[config.mk]
export PLATFORM = sky130hd
export DESIGN_NAME = mem_wb_skid_stage
export DESIGN_NICKNAME = d
export VERILOG_FILES = /design/src/rtl/mem_wb_skid_stage.sv
export SDC_FILE = /design/constraint.sdc
export NUM_CORES = 1
export LEC_CHECK = 0
export CAP_MARGIN = 20
export CELL_PAD_IN_SITES_DETAIL_PLACEMENT = 0
export CELL_PAD_IN_SITES_GLOBAL_PLACEMENT = 1
export CORE_MARGIN = 3
export CORE_UTILIZATION = 40
export DETAILED_ROUTE_END_ITERATION = 10
export PLACE_DENSITY_LB_ADDON = 0.12
export SLEW_MARGIN = 10
export SYNTH_ARGS = -nofsm -noshare
export SYNTH_HDL_FRONTEND = slang
export SYNTH_SLANG_ARGS = --single-unit
[constraint.sdc]
create_clock -name Clock -period 3.3 [get_ports Clock]
set_input_delay 0.66 -clock Clock [delete_from_list [all_inputs] [get_ports Clock]]
set_output_delay 0.66 -clock Clock [all_outputs]
set_load 0.05 [all_outputs]
[src/rtl/mem_wb_skid_stage.sv]
// MEM/WB pipeline stage with load formatting and a two-entry skid buffer.
// The writeback value is formatted when the instruction is accepted, so
// each held entry is already in its final form. The main register drives
// the outputs. The skid register catches one extra entry while WB stalls.
// in_ready and out_valid are registered. Both are derived from the next
// occupancy state.
module mem_wb_skid_stage #(
    parameter int XLEN       = 32,
    parameter int REG_ADDR_W = 5
) (
    input  logic                  Clock,
    input  logic                  Reset,
    input  logic                  flush,
    input  logic                  in_valid,
    output logic                  in_ready,
    input  logic [REG_ADDR_W-1:0] in_rd,
    input  logic [XLEN-1:0]       in_result,
    input  logic                  in_Wreg,
    input  logic                  in_Rmem,
    input  logic [2:0]            in_funct3,
    input  logic [XLEN-1:0]       mem_rdata,
    output logic                  out_valid,
    input  logic                  out_ready,
    output logic [REG_ADDR_W-1:0] out_rd,
    output logic [XLEN-1:0]       out_wdata,
    output logic                  out_Wreg,
    output logic                  out_misalign
);

    // One held writeback entry, stored already formatted and qualified.
    typedef struct packed {
        logic [REG_ADDR_W-1:0] rd;
        logic [XLEN-1:0]       wdata;
        logic                  wreg;
        logic                  misalign;
    } entry_t;

    localparam int     ENTRY_W    = $bits(entry_t);
    localparam entry_t ENTRY_ZERO = entry_t'({ENTRY_W{1'b0}});

    // Occupancy of the two-entry buffer.
    // ST_ONE means only main is full. ST_TWO means main and skid are both full.
    typedef enum logic [1:0] {
        ST_EMPTY = 2'd0,
        ST_ONE   = 2'd1,
        ST_TWO   = 2'd2
    } occ_t;

    // Extracts the addressed byte/half and extends it; unknown codes act as LW.
    function automatic logic [XLEN-1:0] f_format_load(
        input logic [XLEN-1:0] rdata,
        input logic [1:0]      off,
        input logic [2:0]      funct3
    );
        logic [7:0]      v_byte;
        logic [15:0]     v_half;
        logic [XLEN-1:0] v_out;
        case (off)
            2'd0:    v_byte = rdata[7:0];
            2'd1:    v_byte = rdata[15:8];
            2'd2:    v_byte = rdata[23:16];
            default: v_byte = rdata[31:24];
        endcase
        if (off[1]) begin
            v_half = rdata[31:16];
        end else begin
            v_half = rdata[15:0];
        end
        case (funct3)
            3'b000:  v_out = {{(XLEN-8){v_byte[7]}}, v_byte};
            3'b100:  v_out = {{(XLEN-8){1'b0}}, v_byte};
            3'b001:  v_out = {{(XLEN-16){v_half[15]}}, v_half};
            3'b101:  v_out = {{(XLEN-16){1'b0}}, v_half};
            default: v_out = rdata;
        endcase
        return v_out;
    endfunction

    // Alignment rule per access size: bytes never misalign, halves need
    // off[0]=0, and words (including unknown codes) need off=0.
    function automatic logic f_load_misaligned(
        input logic [1:0] off,
        input logic [2:0] funct3
    );
        logic v_mis;
        case (funct3)
            3'b000,
            3'b100:  v_mis = 1'b0;
            3'b001,
            3'b101:  v_mis = off[0];
            default: v_mis = (off != 2'b00);
        endcase
        return v_mis;
    endfunction

    occ_t   r_state;
    entry_t r_main;
    entry_t r_skid;
    logic   r_out_valid;
    logic   r_in_ready;

    occ_t   w_state_next;
    entry_t w_main_next;
    entry_t w_skid_next;
    entry_t w_new;
    logic   w_pop;
    logic   w_accept;
    logic   w_misalign;
    logic   w_wreg_qual;

    // Format the incoming instruction into a complete entry.
    always_comb begin
        w_misalign  = in_Rmem & f_load_misaligned(in_result[1:0], in_funct3);
        w_wreg_qual = in_Wreg & (in_rd != {REG_ADDR_W{1'b0}}) & ~w_misalign;
        w_new.rd       = in_rd;
        w_new.wreg     = w_wreg_qual;
        w_new.misalign = w_misalign;
        if (in_Rmem) begin
            w_new.wdata = f_format_load(mem_rdata, in_result[1:0], in_funct3);
        end else begin
            w_new.wdata = in_result;
        end
    end

    // Next occupancy state and register contents. Flush overrides accept and pop.
    always_comb begin
        w_state_next = r_state;
        w_main_next  = r_main;
        w_skid_next  = r_skid;
        w_pop        = r_out_valid & out_ready;
        w_accept     = in_valid & r_in_ready;
        if (flush) begin
            w_state_next = ST_EMPTY;
            w_main_next  = ENTRY_ZERO;
            w_skid_next  = ENTRY_ZERO;
        end else begin
            case (r_state)
                ST_EMPTY: begin
                    if (w_accept) begin
                        w_state_next = ST_ONE;
                        w_main_next  = w_new;
                    end else begin
                        w_state_next = ST_EMPTY;
                    end
                end
                ST_ONE: begin
                    if (w_pop && w_accept) begin
                        // The new entry takes main's place in the same cycle.
                        w_state_next = ST_ONE;
                        w_main_next  = w_new;
                    end else if (w_pop) begin
                        // Main empties. Clear it so that out_Wreg drops to 0.
                        w_state_next = ST_EMPTY;
                        w_main_next  = ENTRY_ZERO;
                    end else if (w_accept) begin
                        w_state_next = ST_TWO;
                        w_skid_next  = w_new;
                    end else begin
                        w_state_next = ST_ONE;
                    end
                end
                ST_TWO: begin
                    // in_ready is low here, so the only possible event is a pop.
                    if (w_pop) begin
                        w_state_next = ST_ONE;
                        w_main_next  = r_skid;
                        w_skid_next  = ENTRY_ZERO;
                    end else begin
                        w_state_next = ST_TWO;
                    end
                end
                default: begin
                    w_state_next = ST_EMPTY;
                    w_main_next  = ENTRY_ZERO;
                    w_skid_next  = ENTRY_ZERO;
                end
            endcase
        end
    end

    // State, entry and handshake registers. Reset clears everything.
    always_ff @(posedge Clock) begin
        if (Reset) begin
            r_state     <= ST_EMPTY;
            r_main      <= ENTRY_ZERO;
            r_skid      <= ENTRY_ZERO;
            r_out_valid <= 1'b0;
            r_in_ready  <= 1'b1;
        end else begin
            r_state     <= w_state_next;
            r_main      <= w_main_next;
            r_skid      <= w_skid_next;
            r_out_valid <= (w_state_next != ST_EMPTY);
            r_in_ready  <= (w_state_next != ST_TWO);
        end
    end

    assign in_ready     = r_in_ready;
    assign out_valid    = r_out_valid;
    assign out_rd       = r_main.rd;
    assign out_wdata    = r_main.wdata;
    assign out_Wreg     = r_main.wreg;
    assign out_misalign = r_main.misalign;

endmodule
==> impl_metrics.env, run 1 <==
export IMPL_status="finished clean"
export IMPL_initial_core_util_pct=41.5
export IMPL_slowest_stage="o31ai_4"
export IMPL_p_per_area_mw_per_mm2=397
export IMPL_ys_ff_latch=82
export IMPL_clockBufferDepth=2
export IMPL_r2r_start="r_state[0]"
export IMPL_final_area_mm2=0.00636
export IMPL_postRouteAntennaNets=0
export IMPL_synthesis_area_mm2=0.00480
export IMPL_fin_setup_tns_ns=0
export IMPL_path_clk_slew_ns=0.06
export IMPL_cts_root_buf="clkbuf_16"
export IMPL_synthFlopType="dfxtp_1"
export IMPL_max_freq_mhz=357
export IMPL_slew_viol_final=0
export IMPL_yosysTopAreaCell="dfxtp_1"
export IMPL_die_height_um=116
export IMPL_worstHoldStart="r_skid[13]"
export IMPL_fin_crit_sh_pct=85.0
export IMPL_syn_nets=617
export IMPL_synth_cell_type_count=61
export IMPL_synth_top_area_share_pct=34.2
export IMPL_area_growth_syn_to_layout_pct=32.4
export IMPL_post_route_min_period_ns=2.80
export IMPL_die_w_um=116
export IMPL_synth_edf_count=0
export IMPL_final_common_cell="clkdlybuf4s50_1"
export IMPL_cts_sinks=82
export IMPL_power_mw=2.52
export IMPL_cts_setup_buffers=0
export IMPL_critPathArrivalTime_ns=2.98
export IMPL_post_route_drc_count=0
export IMPL_finalWorstSetupSlack_ns=0.496
export IMPL_critical_path_max_fanout=16
export IMPL_synth_seq_area_share_pct=34.2
export IMPL_grt_pass1_vias=4726
export IMPL_synthArstFlopShare_pct=0
export IMPL_yosysWarnings=0
export IMPL_wl_per_cell_um=20.8
export IMPL_path_cells="clkdlybuf4s50_1 > mux2i_4 > nor3_4 > o31ai_4 > o221ai_1"
export IMPL_hold_violations=0
export IMPL_layout_area_seq_mm2=0.00164
export IMPL_numPortBuffers=119
export IMPL_worst_clock_skew_ns=0.00668
export IMPL_grt_max_degree=42
export IMPL_io_pin_count=120
export IMPL_nets=720
export IMPL_avgSynthCellArea_um2=8.96
export IMPL_finalWirelength_um=16400
export IMPL_clkLatencyLatePin_ns=0.35
export IMPL_dp_slack_ns=0.166
export IMPL_row_count=39
export IMPL_multiInputGateArea_mm2=0.00284
export IMPL_hpwl_um=11500
export IMPL_dieArea_mm2=0.0134
export IMPL_postCtsHoldBufs=0
export IMPL_path_class="in -> reg"
export IMPL_crit_required_ns=3.48
export IMPL_finalSetupViolCount=0
export IMPL_synth_cells=536
export IMPL_vias=4880
export IMPL_hp_class="reg -> reg"
export IMPL_worst_slew_pin_slew_ns=1.04
export IMPL_cpPeakStageDelay_ns=0.91
export IMPL_synthTopCellsByArea="dfxtp_1 (34%), o2bb2ai_1 (6.6%), a32oi_1 (4.6%)"
export IMPL_cts_buffers=9
export IMPL_irDropWorstVdd_mv=0.221
export IMPL_grt_setup_unrepaired="no"
export IMPL_grt_pass1_wl_um=25500
export IMPL_max_slew_margin_rel_pct=30.8
export IMPL_placed_area_mm2=0.00609
export IMPL_critPathLaunchType="primary input"
export IMPL_antenna_found_initial=0
export IMPL_layout_drive_gt1_share_pct=9.47
export IMPL_cellLeakagePower_nw=2.23
export IMPL_cts_resized=0
export IMPL_htree_levels=3
export IMPL_layout_common_cells="clkdlybuf4s50_1 (119), dfxtp_1 (81), o21ai_0 (43)"
export IMPL_dr_pass1_iters=5
export IMPL_fill_cells=1061
export IMPL_core_area_mm2=0.0116
export IMPL_grt_overflow_total=0
export IMPL_antenna_cells=0
export IMPL_avgViaCountPerCell=6.20
export IMPL_max_cap_violations=0
export IMPL_drt_iter0_drc=508
export IMPL_place_congestion=0.913
export IMPL_endpoint_kind="register"
export IMPL_cts_tree="yes"
export IMPL_finish_utilization_pct=55.0
export IMPL_grt_usage_pct=24.4
export IMPL_crit_start="in_result[0]"
==> cells by family (layout without fill, tap and decap cells) <==
group / Yosys count / in the layout / synth area share, %
compound gates: 225 / 225 / 37.7
xor+xnor: 1 / 1 / 0.182
fa+ha+maj: 2 / 2 / 0.521
buf+inv: 67 / 175 / 6.90
flops: 82 / 82 / 34.2
mux: 14 / 14 / 3.44
simple gates: 145 / 145 / 17.0
==> worst max-delay path: cells and delay by family <==
kind            cells  cell delay [ns]
simple gates        1             0.13
mux                 1             0.37
buf+inv             1             0.68
compound gates      2             1.12
==> cell type report <==
class | instances | area share, %
Tap cell | 143 | 2.81
Multi-Input combinational cell | 387 | 44.6
Sequential cell | 82 | 25.8
Clock buffer | 11 | 3.66
Inverter | 21 | 1.24
Clock inverter | 5 | 0.610
Timing Repair Buffer | 138 | 21.2
==> synthesized netlist by cell type (all sizes together), types with 9 or more instances <==
cell	count
nand2b	10
o21ai	45
o31ai	12
nand2	29
buf	23
nand3	9
mux2i	14
nor3b	9
nor2b	19
nand4	9
a21oi	14
a22o	16
a32oi	25
inv	21
dfxtp	82
and2	17
o2bb2ai	37
nor2	22
clkbuf	22
o221ai	26
a22oi	12
==> report_power, final <==
part | switching [mW] | total (mW) | internal [mW]
Clock | 0.429 | 0.945 | 0.516
Combinational | 0.327 | 0.549 | 0.222
Sequential | 0.0158 | 1.03 | 1.01
==> worst paths after layout <==
| path | slack [ns] | endpoint | cells after the start |
|---|---|---|---|
| max | 0.50 | out_wdata[27] | 5 |
| min | 0.46 | r_skid[13] | 1 |
| max reg2reg | 1.07 | out_wdata[23] | 4 |
| min reg2reg | 0.46 | r_skid[13] | 1 |
==> flip-flops by register name, indices dropped and copies added (netlist names) <==
signal and flops:
in_ready 1, out_Wreg 1, out_misalign 1, out_rd 5, out_valid 1, out_wdata 32
r_skid 39, r_state 2
==> routing by layer <==
metal  share of wire (%)  up-vias  wire [µm]  global-route usage, %
met2                  47      191       7690                   39.2
met4                 1.6        0        264                   8.22
li1                    -     2314          -                      -
met1                  45     2352       7350                   33.7
met5                   0        -          0                      0
met3                 6.6       23       1090                   3.55
==> metrics by stage <==
step / hold WS (ns) / instances
after floorplan: 0.424 / 536
after global placement: 0.436 / 770
after detailed placement: 0.444 / 771
after CTS: 0.459 / 787
after global routing: 0.470 / 787
final: 0.457 / 787
Power figures use the tool's default switching activity.
==> run 2, diff against run 1 <==
Settings changed: CORE_UTILIZATION 40 to 37.
Clock period 3.3 ns to 2.85 ns, I/O delays scaled along.
==> impl_metrics.env, run 2 (same netlist as run 1, synthesis figures left out) <==
export IMPL_avgViaCountPerCell=5.85
export IMPL_layout_common_cells="clkdlybuf4s50_1 (119), dfxtp_1 (81), o21ai_0 (43)"
export IMPL_finalWirelength_um=16800
export IMPL_slew_viol_final=0
export IMPL_path_cells="clkdlybuf4s50_1 > buf_12 > or2_2 > buf_4 > nor3_4 > o31ai_4 > buf_4 > o221ai_1"
export IMPL_post_route_min_period_ns=2.43
export IMPL_crit_required_ns=3.11
export IMPL_path_clk_slew_ns=0.06
export IMPL_cellLeakagePower_nw=2.32
export IMPL_grt_overflow_total=0
export IMPL_io_pin_count=120
export IMPL_layout_drive_gt1_share_pct=11.8
export IMPL_fin_cells=827
export IMPL_layout_area_seq_mm2=0.00164
export IMPL_htree_levels=3
export IMPL_largest_reg_flops=39
export IMPL_critical_path_max_fanout=29
export IMPL_seq_power_share_pct=38.9
export IMPL_clkPwrFrac_pct=39.4
export IMPL_core_area_mm2=0.0124
export IMPL_multiInputGateArea_mm2=0.00284
export IMPL_cpPeakStageDelay_ns=0.50
export IMPL_max_freq_mhz=411
export IMPL_fin_crit_sh_pct=85.4
export IMPL_power_frac_comb_pct=21.6
export IMPL_holdPathStages=1
export IMPL_vias=4839
export IMPL_drt_iter0_drc=333
export IMPL_post_route_drc_count=0
export IMPL_final_common_cell="clkdlybuf4s50_1"
export IMPL_worst_clock_skew_ns=0.00757
export IMPL_clkLatencyLatePin_ns=0.35
export IMPL_grt_setup_unrepaired="no"
export IMPL_place_congestion=0.924
export IMPL_r2r_setup_slack_ns=0.76
export IMPL_cpLargestDelayFamily="buffers and inverters"
export IMPL_area_growth_syn_to_layout_pct=37.0
export IMPL_dieArea_mm2=0.0144
export IMPL_clockBufferDepth=2
export IMPL_cts_buffers=9
export IMPL_dr_pass1_iters=5
export IMPL_top_register="r_skid"
export IMPL_reg2regPathDepth=5
export IMPL_max_slew_margin_rel_pct=44.4
export IMPL_cts_resized=0
export IMPL_fill_cells=1175
export IMPL_hp_class="reg -> reg"
export IMPL_swShare_pct=29.6
export IMPL_cts_sinks=82
export IMPL_irDropWorstVdd_mv=0.341
export IMPL_cts_root_buf="clkbuf_16"
export IMPL_grt_max_degree=43
export IMPL_whs_endpoint="r_skid[16]"
export IMPL_endpoint_kind="register"
export IMPL_intPower_mw=2.15
export IMPL_crit_start="in_result[1]"
export IMPL_max_cap_violations=0
export IMPL_finalSetupViolCount=0
export IMPL_hold_violations=0
export IMPL_critPathLaunchType="primary input"
export IMPL_row_count=40
export IMPL_path_class="in -> reg"
export IMPL_cpMostUsedCell="buf_4"
export IMPL_die_height_um=120
export IMPL_wl_per_cell_um=20.3
export IMPL_switchingPower_uw=905
export IMPL_worstHoldStart="r_skid[16]"
export IMPL_slowest_stage="clkdlybuf4s50_1"
export IMPL_placedCellCount=810
export IMPL_hpwl_um=12000
export IMPL_postCtsHoldBufs=0
export IMPL_die_w_um=120
export IMPL_postRouteAntennaNets=0
export IMPL_status="finished clean"
export IMPL_worst_slew_pin_slew_ns=0.832
export IMPL_nets=735
export IMPL_grt_pass1_vias=4799
export IMPL_p_per_area_mw_per_mm2=465
export IMPL_initial_core_util_pct=38.8
export IMPL_critPathArrivalTime_ns=2.69
export IMPL_r2r_start="r_state[1]"
export IMPL_numPortBuffers=119
export IMPL_whs_ns=0.455
export IMPL_grt_usage_pct=23.3
export IMPL_cts_setup_buffers=0
export IMPL_crit_buf_inv=4
export IMPL_grt_pass1_wl_um=26700
export IMPL_antenna_found_initial=0
export IMPL_cts_tree="yes"
export IMPL_r2r_end="out_wdata[14]"
export IMPL_antenna_cells=0
-- run 2: cell type report --
cell class	instances	share of cell area [%]
inverters	21	1.20
well taps	168	3.20
clock buffers	10	3.63
flip-flops and latches	82	25.0
multi-input cells	387	43.1
clock inverters	6	1.01
repair buffers	153	22.9
-- run 2: layer usage --
| metal | track usage, % | wire length, µm | vias up |
|---|---|---|---|
| li1 | - | - | 2333 |
| met1 | 31.5 | 7510 | 2344 |
| met2 | 38.1 | 8220 | 138 |
| met3 | 3.91 | 756 | 24 |
| met4 | 6.94 | 304 | 0 |
| met5 | 0 | 0 | - |
-- run 2: worst reg2reg max path, stage by stage (launching register included) --
cell	delay [ns]
dfxtp_2	0.55
buf_4	0.32
nand4b_1	0.15
a21oi_1	0.60
o211ai_1	0.19
o221ai_1	0.19
-- run 2: metrics by stage --
stage	instance area, µm²	power, mW	setup TNS (ns)	util, %	worst slack [ns]
global placement	6250	1.87	0	50.6	0.0143
floorplan	4800	1.58	0	-	0.527
CTS	6570	3.07	0	53.1	0.290
finish	6580	3.06	0	53.2	0.417
detailed placement	6260	1.87	-0.397	50.6	-0.0701
global route	6580	3.17	0	53.2	0.240
-- run 2: worst max-delay path by stage --
stage	endpoint	slack (ns)	depth (start not counted)
finish	out_wdata[28]	0.42	8
global route	out_wdata[3]	0.24	6
CTS	out_wdata[28]	0.29	5
detailed placement	out_wdata[31]	-0.07	5
global placement	out_wdata[30]	0.01	6
floorplan	r_skid[1]	0.53	8
-- run 2: power by group through the flow --
| stage | clock, mW | combinational, mW | sequential, mW |
|---|---|---|---|
| 2_1_floorplan | 0 | 0.288 | 1.29 |
| 3_3_place_gp | 0 | 0.649 | 1.22 |
| 3_5_place_dp | 0 | 0.657 | 1.22 |
| 4_1_cts | 1.22 | 0.660 | 1.19 |
| 5_1_grt | 1.27 | 0.710 | 1.19 |
| 6_report | 1.21 | 0.661 | 1.19 |
==> run 3, diff against run 2 <==
Settings changed: GPL_TIMING_DRIVEN from default to 0.
==> impl_metrics.env, run 3 (same netlist as run 1, synthesis figures left out) <==
export IMPL_path_cells="clkdlybuf4s50_1 > nand2_1 > inv_1 > ha_1 > and3b_1 > a21o_1 > a21oi_4 > buf_2 > o2bb2ai_1"
export IMPL_endpoint="r_skid[13]"
export IMPL_die_height_um=120
export IMPL_max_slew_margin_rel_pct=47.8
export IMPL_irDropWorstVdd_mv=0.370
export IMPL_fill_cells=1204
export IMPL_switchingPower_uw=892
export IMPL_r2r_end="r_skid[7]"
export IMPL_placed_area_mm2=0.00617
export IMPL_grt_overflow_total=0
export IMPL_row_count=40
export IMPL_numPortBuffers=116
export IMPL_r2r_setup_slack_ns=0.46
export IMPL_cellLeakagePower_nw=2.31
export IMPL_vias=4986
export IMPL_cts_root_buf="clkbuf_16"
export IMPL_cpPeakStageDelay_ns=0.49
export IMPL_finalWirelength_um=18100
export IMPL_dr_pass1_iters=5
export IMPL_path_class="in -> reg"
export IMPL_postRouteAntennaNets=0
export IMPL_hp_class="reg -> reg"
export IMPL_post_route_drc_count=0
export IMPL_grt_pass1_wl_um=28600
export IMPL_die_w_um=120
export IMPL_antenna_found_initial=0
export IMPL_top_register="r_skid"
export IMPL_grt_usage_pct=25.3
export IMPL_nets=744
export IMPL_io_pin_count=120
export IMPL_clockBufferDepth=2
export IMPL_critical_path_max_fanout=10
export IMPL_fin_setup_tns_ns=0
export IMPL_cts_setup_buffers=0
export IMPL_avgViaCountPerCell=5.96
export IMPL_critPathArrivalTime_ns=3.01
export IMPL_hpwl_um=13400
export IMPL_postCtsHoldBufs=0
export IMPL_fin_crit_sh_pct=96.0
export IMPL_antenna_cells=0
export IMPL_max_freq_mhz=365
export IMPL_post_route_min_period_ns=2.74
export IMPL_largest_reg_flops=39
export IMPL_critPathLaunchType="primary input"
export IMPL_htree_levels=3
export IMPL_crit_cells=9
export IMPL_swShare_pct=27.6
export IMPL_clkPwrFrac_pct=42.8
export IMPL_power_frac_comb_pct=20.3
export IMPL_worst_clock_skew_ns=0.00708
export IMPL_grt_setup_unrepaired="no"
export IMPL_intPower_mw=2.34
export IMPL_slowest_stage="clkdlybuf4s50_1"
export IMPL_cts_buffers=9
export IMPL_layout_drive_gt1_share_pct=9.88
export IMPL_cts_resized=0
export IMPL_slew_viol_final=0
export IMPL_final_common_cell="clkdlybuf4s50_1"
export IMPL_cts_tree="yes"
export IMPL_area_growth_syn_to_layout_pct=36.2
export IMPL_finalSetupViolCount=0
export IMPL_status="finished clean"
export IMPL_max_cap_violations=0
export IMPL_grt_max_degree=14
export IMPL_p_per_area_mw_per_mm2=493
export IMPL_seq_power_share_pct=36.8
export IMPL_cts_sinks=82
export IMPL_worst_slew_pin_slew_ns=0.781
export IMPL_wl_per_cell_um=21.6
export IMPL_dieArea_mm2=0.0144
export IMPL_endpoint_kind="register"
export IMPL_clkLatencyLatePin_ns=0.35
export IMPL_multiInputGateArea_mm2=0.00284
export IMPL_core_area_mm2=0.0124
export IMPL_crit_required_ns=3.13
export IMPL_crit_buf_inv=3
export IMPL_layout_area_seq_mm2=0.00164
export IMPL_crit_start="out_ready"
export IMPL_hold_violations=0
export IMPL_layout_common_cells="clkdlybuf4s50_1 (116), dfxtp_1 (82), o21ai_0 (43)"
export IMPL_path_clk_slew_ns=0.06
export IMPL_r2r_start="out_valid"
export IMPL_reg2regPathDepth=7
export IMPL_final_area_mm2=0.00654
export IMPL_initial_core_util_pct=38.8
export IMPL_place_congestion=0.908
export IMPL_grt_pass1_vias=5090
export IMPL_cpLargestDelayFamily="buffers and inverters"
export IMPL_drt_iter0_drc=384
run 3: final cells by class:
type / instances / area share, %
Buffer: 46 / 3.92
Clock buffer: 12 / 3.92
Tap cell: 168 / 3.21
Timing Repair Buffer: 116 / 17.8
Multi-Input combinational cell: 387 / 43.4
Sequential cell: 82 / 25.1
Inverter: 21 / 1.21
Clock inverter: 4 / 1.49
run 3: metal layers:
| metal | GRT usage [%] | part of all wire, % |
|---|---|---|
| met1 | 32.8 | 44 |
| met2 | 41.2 | 47 |
| met3 | 5.28 | 6.2 |
| met4 | 9.59 | 2.7 |
| met5 | 0 | 0 |
run 3: how the worst min path moves through the flow:
| stage | start | to | slack [ns] | cells after the start |
|---|---|---|---|---|
| after floorplan | r_skid[10] | r_skid[10] | 0.42 | 1 |
| after global placement | r_skid[10] | r_skid[10] | 0.44 | 1 |
| after detailed placement | r_skid[11] | r_skid[11] | 0.44 | 1 |
| after CTS | r_skid[11] | r_skid[11] | 0.46 | 1 |
| after global routing | r_skid[26] | r_skid[26] | 0.48 | 1 |
| final | r_skid[11] | r_skid[11] | 0.45 | 1 |
run 3: metrics by stage:
stage	cells	power (mW)	hold WS, ns	setup slack, ns	util [%]
after floorplan	536	1.58	0.424	0.527	-
after global placement	820	1.85	0.438	-0.293	49.9
after detailed placement	820	1.86	0.442	-0.319	49.9
after CTS	836	3.24	0.456	0.0235	52.8
after global routing	836	3.35	0.479	0.0199	52.9
final	836	3.23	0.452	0.114	52.9
run 3: power groups by stage:
| stage | combinational [mW] | sequential, mW | clock [mW] |
|---|---|---|---|
| floorplan | 0.288 | 1.29 | 0 |
| global placement | 0.638 | 1.21 | 0 |
| detailed placement | 0.646 | 1.21 | 0 |
| CTS | 0.649 | 1.19 | 1.41 |
| global route | 0.702 | 1.19 | 1.46 |
| finish | 0.657 | 1.19 | 1.38 |
